File: config.mk
export PLATFORM = sky130hd
export DESIGN_NAME = tx_start_ts_capture
export DESIGN_NICKNAME = d
export VERILOG_FILES = /design/src/rtl/tx_ts_pkg.sv /design/src/rtl/cdc_sync_bit.sv /design/src/rtl/tx_start_ts_capture.sv
export SDC_FILE = /design/constraint.sdc
export NUM_CORES = 1
export LEC_CHECK = 0
export ABC_AREA = 1
export BUFFER_PORTS_ARGS = -buffer_cell sky130_fd_sc_hd__buf_2
export CAP_MARGIN = 20
export CORE_UTILIZATION = 40
export CTS_CLUSTER_SIZE = 24
export DETAILED_ROUTE_END_ITERATION = 8
export GPL_TIMING_DRIVEN = 0
export HOLD_SLACK_MARGIN = 0.05
export PLACE_DENSITY_LB_ADDON = 0.15
export SKIP_LAST_GASP = 1
export SLEW_MARGIN = 20
export SYNTH_ARGS = -nofsm -noshare
export SYNTH_HDL_FRONTEND = slang
export SYNTH_SLANG_ARGS = --single-unit
File: constraint.sdc
create_clock -name clk -period 3.6 [get_ports clk]
set_clock_uncertainty 0.2 [all_clocks]
set_input_delay 0.36 -clock clk [delete_from_list [all_inputs] [get_ports clk]]
set_output_delay 0.36 -clock clk [all_outputs]
set_load 0.03 [all_outputs]
File: src/rtl/tx_ts_pkg.sv
// tx_ts_pkg: shared state encoding and default widths for the TX-start
// timestamp handshake (destination capture and source-side checker).
package tx_ts_pkg;
    typedef enum logic [1:0] {
        ST_IDLE    = 2'b00,
        ST_ACK     = 2'b01,
        ST_RELEASE = 2'b10
    } state_e;

    localparam int SYNC_STAGES_DEF = 2;
    localparam int TS_WIDTH_DEF    = 32;
endpackage

File: src/rtl/cdc_sync_bit.sv
// cdc_sync_bit: STAGES-deep flop chain bringing one asynchronous level into clk.
module cdc_sync_bit #(
    parameter int STAGES = 2
) (
    input  logic clk,
    input  logic aresetn,
    input  logic d_i,
    output logic q_o
);
    logic [STAGES-1:0] sync_q;

    always_ff @(posedge clk or negedge aresetn) begin
        if (!aresetn) sync_q <= '0;
        else          sync_q <= {sync_q[STAGES-2:0], d_i};
    end

    assign q_o = sync_q[STAGES-1];
endmodule

File: src/rtl/tx_start_ts_capture.sv
// tx_start_ts_capture: destination side of the TX-start 4-phase handshake; stamps each request.
// Define TX_TS_LATENCY_COMP_EN to back-date stamps by the synchroniser depth.
module tx_start_ts_capture
    import tx_ts_pkg::*;
#(
    parameter int SYNC_STAGES = SYNC_STAGES_DEF,
    parameter int TS_WIDTH    = TS_WIDTH_DEF,
    parameter int EVT_WIDTH   = 16
) (
    input  logic                 clk,
    input  logic                 aresetn,
    input  logic                 tx_started_req,
    output logic                 tx_started_ack,
    input  logic                 ts_clear,
    output logic [TS_WIDTH-1:0]  ts_tdata,
    output logic                 ts_tvalid,
    input  logic                 ts_tready,
    output logic [EVT_WIDTH-1:0] event_count,
    output logic                 overrun
);
    state_e               state_q, state_d;
    logic                 ack_q, ack_d;
    logic [TS_WIDTH-1:0]  cnt_q, cnt_d, data_q, data_d, stamp;
    logic                 valid_q, valid_d, ovr_q, ovr_d;
    logic [EVT_WIDTH-1:0] evt_q, evt_d;
    logic                 req_sync, capture, can_load;

    cdc_sync_bit #(.STAGES(SYNC_STAGES)) u_req_sync (
        .clk    (clk),
        .aresetn(aresetn),
        .d_i    (tx_started_req),
        .q_o    (req_sync)
    );

`ifdef TX_TS_LATENCY_COMP_EN
    assign stamp = cnt_q - TS_WIDTH'(SYNC_STAGES);
`else
    assign stamp = cnt_q;
`endif

    always_comb begin
        state_d = ST_IDLE;
        ack_d   = 1'b0;
        capture = 1'b0;
        case (state_q)
            ST_IDLE: begin
                state_d = req_sync ? ST_ACK : ST_IDLE;
                ack_d   = req_sync;
                capture = req_sync;
            end
            ST_ACK: begin
                state_d = req_sync ? ST_ACK : ST_RELEASE;
                ack_d   = req_sync;
            end
            default: ;
        endcase
    end

    // A full buffer only frees up for a capture if the consumer takes it this cycle.
    assign can_load = !valid_q || ts_tready;
    assign valid_d  = capture || (valid_q && !ts_tready);
    assign data_d   = (capture && can_load) ? stamp : data_q;
    assign ovr_d    = ts_clear ? 1'b0 : (ovr_q || (capture && !can_load));
    assign evt_d    = ts_clear ? '0 : evt_q + EVT_WIDTH'(capture);
    assign cnt_d    = ts_clear ? '0 : cnt_q + 1'b1;

    always_ff @(posedge clk or negedge aresetn) begin
        if (!aresetn) begin
            state_q <= ST_IDLE;
            ack_q   <= 1'b0;
            cnt_q   <= '0;
            data_q  <= '0;
            valid_q <= 1'b0;
            ovr_q   <= 1'b0;
            evt_q   <= '0;
        end else begin
            state_q <= state_d;
            ack_q   <= ack_d;
            cnt_q   <= cnt_d;
            data_q  <= data_d;
            valid_q <= valid_d;
            ovr_q   <= ovr_d;
            evt_q   <= evt_d;
        end
    end

    assign tx_started_ack = ack_q;
    assign ts_tdata       = data_q;
    assign ts_tvalid      = valid_q;
    assign event_count    = evt_q;
    assign overrun        = ovr_q;
endmodule

-- Yosys cells after proc, flatten, opt, wreduce, memory -nomap -nowiden
Cells that the tools add are included.
- output and inout bits: 51
- flip-flop bits (word level): 87
- reductions and logical operators: 11
- equal/unequal tests: 1
- muxes and demuxes: 8
- $add $sub $neg: 2
- operators by type and width (cell ; number):
    32-bit by 1-bit adder with 32-bit output, second input constant ; 1
    32-bit 2-to-1 mux ; 1
    16-bit by 1-bit adder with 16-bit output ; 1
    16-bit 2-to-1 mux ; 1
    1-bit 2-to-1 mux ; 4
    2-bit case mux with 2 select lines ; 1
    1-bit logical AND ; 3
    1-bit logical NOT ; 3
    1-bit logical OR ; 3
    2-bit by 1-bit equality test with 1-bit output, second input constant ; 1
    2-bit logical NOT ; 1
    2-bit 2-to-1 mux ; 1
    2-bit OR reduction ; 1

-- Depth between registers and ports, before layout
- depth in word-level cells: 6
- depth in mapped cells: 13
- mapped depth without buffers: 12

-- Cells and area by module
Synthesis repeated with hierarchy kept, for this count alone.
- cell total of the unflattened synthesis: 499
- area, all modules: 4018.9 sq um
- modules (own cells, without submodules) (module ; cells each ; times used ; area each (sq um)):
    tx_start_ts_capture ; 497 ; 1 ; 3968.8
    cdc_sync_bit ; 2 ; 1 ; 50.0

-- Least setup slack after synthesis
No wires, ideal clock.
- kind: register to register
- start point: register state_q[0]
- end point: register evt_q[12], in the netlist event_count[12]
- data arrival time: 1.729 ns
- cell stages (with the launch flop): 13
- slack: 1.554 ns
- buffers on the path: 1
- required time: 3.283 ns
- clock period less this slack: 2.046 ns
- setup time: 0.117 ns
- cell sequence: dfrtp_1 nor2_1 nand2_1 inv_2 buf_2 ha_1 nand2_2 nor2_2 nand2_2 nor2_2 nand2_1 nor2_1 nor2_1
- word-level cells in the longest chain between the ends: 4
- ends and longest elaborated chain (element ; line ; text):
    start, declared ; tx_start_ts_capture.sv:21 ; state_e state_q, state_d;
    start signal, assigned ; tx_start_ts_capture.sv:77 ; state_q <= state_d;
    2-bit logical NOT ; tx_start_ts_capture.sv:45 ; case (state_q)
    1-bit 2-to-1 mux ; tx_start_ts_capture.sv:45 ;
    16-bit by 1-bit adder with 16-bit output ; tx_start_ts_capture.sv:64 ; assign evt_d = ts_clear ? '0 : evt_q + EVT_WIDTH'(capture);
    16-bit 2-to-1 mux ; tx_start_ts_capture.sv:64 ;
    via evt_d[12] ; tx_start_ts_capture.sv:25 ; logic [EVT_WIDTH-1:0] evt_q, evt_d;
    end signal, assigned ; tx_start_ts_capture.sv:83 ; evt_q <= evt_d;
    end, declared ; tx_start_ts_capture.sv:25 ;
The timed path passes the listed nets, and every way through them passes these cells.
A chain may end at the register's enable or synchronous reset.

-- Worst setup path after layout
- start point: register state_q[1]
- end point: register evt_q[13], in the netlist event_count[13]
The elaborated chain is that of the path after synthesis.

==> flow_summary.ini <==
[status]
status = complete, no violations

[setup_path]
path_common_cell = nand2_1
end_kind = flop
critical_path_class = reg2reg
critPathSlowestCell = dfrtp_1
crit_start = state_q[1]
start_kind = flop
crit_end = event_count[13]
r2r-start = state_q[1]
crit_cells = 12
r2r_end = event_count[13]
critPathBufInv = 3
reg2reg_slack_ns = 1.33
worstPathRequired_ns = 3.67
rr_worst_depth = 12
worstPathArrival_ns = 2.34
path_delay_family = simple AND/OR/NAND/NOR gates
max_stage_delay_ns = 0.40
cp_cell_sequence = nor2_1 -> nand2_1 -> inv_2 -> buf_2 -> ha_1 -> nand2_1 -> inv_1 -> nand3b_1 -> nor2_2 -> nand3_1 -> nand2_1 -> nor2_1
critPathMaxFanout = 11

[yosys]
syn-num-nets = 516
async_flop_share_pct = 100
yosysWarnings = 0
ys_ff_latch = 86
synth_edf_count = 0
synth_area_sq_um = 4050
ys_seq_area_share_pct = 53.1
synth_cell_type_count = 25
synth_flop_cell = dfrtp_1
synthCells = 508
avgSynthCellArea_sq_um = 7.98

[sta]
fin_ws_ns = 1.33
fin_tns_setup_ns = 0
fin_crit_ns = 2.27
rsz0062_at_grt = false
fmax_mhz = 441
setup_viol_count_final = 0
hold_violations = 0
tightestPinTransition_ns = 0.574
max_slew_margin_pct = 61.7
fin_crit_sh_pct = 63.0
slew_viol_final = 0

[floorplan]
die_height_um = 103
start_util_pct = 41.4
io_pins = 56
die-area_sq_um = 10500
fp.coreArea_sq_um = 9770
rows = 36
fp.dieW_um = 103

[route]
vias = 3366
drt_pass1_iterations = 4
finalWirelength_um = 9270
viasPerCell = 4.71
antenna_left = 0
first_iter_violations = 182
wl_per_cell_um = 13.0
drc = 0

[clock_tree]
cts_sinks = 86
clock_latency_ns = 0.38
cts_root_buf = clkbuf_8
cts_made_buffers = 9
cts_tree = built
h-tree-depth = 3
clkTransAtPathRegs_ns = 0.09
clockBufferDepth = 2
cts_setup_buffers = 0

[power_and_ir_drop]
total_power_mw = 1.81
p_per_area_nw_per_um2 = 381
ir_drop_v = 0.000209
leakage_nw = 2.36

[place]
port-buffer-count = 55
dp_slack_ns = 1.34
place_area_sq_um = 4520
gp_congestion = 0.856
post-dp-hpwl_um = 6750

[final_layout]
areaGrowthSynthToFinish_pct = 17.1
finalInstanceArea_sq_um = 4740
drive_gt1_share_pct = 17.4
fin_util_pct = 48.5
final_nets = 585
diodes = 0
fillers = 964

[grt]
antenna_found_initial = 0
grt_pass1_wl_um = 15300
grt_pass1_vias = 3095
grt_max_degree = 54
grt-ovfl-total = 0
grt_usage_pct = 19.5

[run]
max-cap-violations = 0

[worst_hold_path]
hp-class = in2reg
-- synth_stat cells, drive strengths merged, types with 3 or more instances --
master / instances / area (sq um)
a21oi: 27 / 135
buf: 7 / 33.8
clkbuf: 6 / 22.5
dfrtp: 86 / 2150
ha: 3 / 37.5
inv: 42 / 158
nand2: 154 / 611
nand3: 38 / 190
nor2: 99 / 455
nor3: 7 / 35.0
o21ai: 29 / 145
xor2: 4 / 35.0
-- flip-flops by register name (all words and copies together) (netlist names) --
| register | flops |
|---|---|
| ts_tvalid | 1 |
| state_q | 2 |
| overrun | 1 |
| cnt_q | 32 |
| event_count | 16 |
| u_req_sync.sync_q | 2 |
| ts_tdata | 32 |
-- final cells by class --
cell class                      instances  area (sq um)  area share [%]
Timing Repair Buffer                   58           325            6.86
Buffer                                 13          56.3            1.19
Clock inverter                          5          58.8            1.24
Clock buffer                           11           141            2.98
Sequential cell                        86          2150            45.4
Multi-Input combinational cell        367          1690            35.5
Tap cell                              133           166            3.51
Inverter                               42           158            3.32
-- cells in the final DEF, fill, tap and decap left out, drive strengths merged --
master,instances
nand2,154
nand3,38
inv,42
dlygate4sd3,2
o21ai,29
xor2,4
a21oi,27
nor2,99
nor3,7
clkbuf,17
a31oi,1
ha,3
nand3b,2
clkinvlp,2
nand4,1
and2,1
nor3b,1
buf,63
bufinv,1
dfrtp,86
clkinv,2
-- through the flow --
step | std cells | hold WS [ns]
after global placement | 696 | 0.138
after floorplan | 508 | -0.136
after detailed placement | 697 | 0.138
after global routing | 715 | 0.134
final | 715 | 0.0914
after CTS | 715 | 0.0618
-- power breakdown --
part           total, mW  internal, mW  switching [mW]
registers          0.988         0.979         0.00918
clock network      0.694         0.340           0.355
logic              0.123        0.0310          0.0923
total               1.81          1.35           0.456
-- timing repair --
item / 4_1_cts / 5_1_grt
endpoints found under the hold margin: 34 / 0
resized for setup: 0 / 0
hold buffers: 2 / 0
-- routing by layer --
metal | part of all wire, % | vias up | global-route usage (%)
met3 | 4.8 | 7 | 6.98
met2 | 47 | 76 | 31.0
met5 | 0 | - | 0
met1 | 47 | 1536 | 25.1
met4 | 0.86 | 0 | 5.82
li1 | - | 1747 | -
-- how the worst min path moves through the flow --
stage | start | endpoint | slack, ns | cells past startpoint
2_1_floorplan | aresetn | cnt_q[0] | -0.14 | 0
3_3_place_gp | u_req_sync.sync_q[0] | u_req_sync.sync_q[1] | 0.14 | 0
3_5_place_dp | aresetn | ts_tdata[1] | 0.14 | 1
4_1_cts | ts_clear | cnt_q[4] | 0.06 | 4
5_1_grt | ts_tready | overrun | 0.13 | 4
6_report | ts_clear | cnt_q[4] | 0.09 | 4
-- worst reg2reg max path, cell delays in order, from the launching register on --
cell	delay (ns)
dfrtp_1	0.40
nor2_1	0.10
nand2_1	0.09
inv_2	0.09
buf_2	0.28
ha_1	0.24
nand2_1	0.07
inv_1	0.09
nand3b_1	0.16
nor2_2	0.22
nand3_1	0.10
nand2_1	0.07
nor2_1	0.04
-- cell families (layout without fill, tap and decap cells) --
family / Yosys count / after routing / synth area share (%)
DFF: 86 / 86 / 53.1
and+or+nand+nor: 303 / 303 / 32.7
buffers and inverters: 55 / 129 / 5.28
adders and majority gates: 3 / 3 / 0.927
xor gates and xnor gates: 4 / 4 / 0.865
AOI/OAI and AO/OA: 57 / 57 / 7.07
No activity file was read; power rests on OpenSTA's default activity.
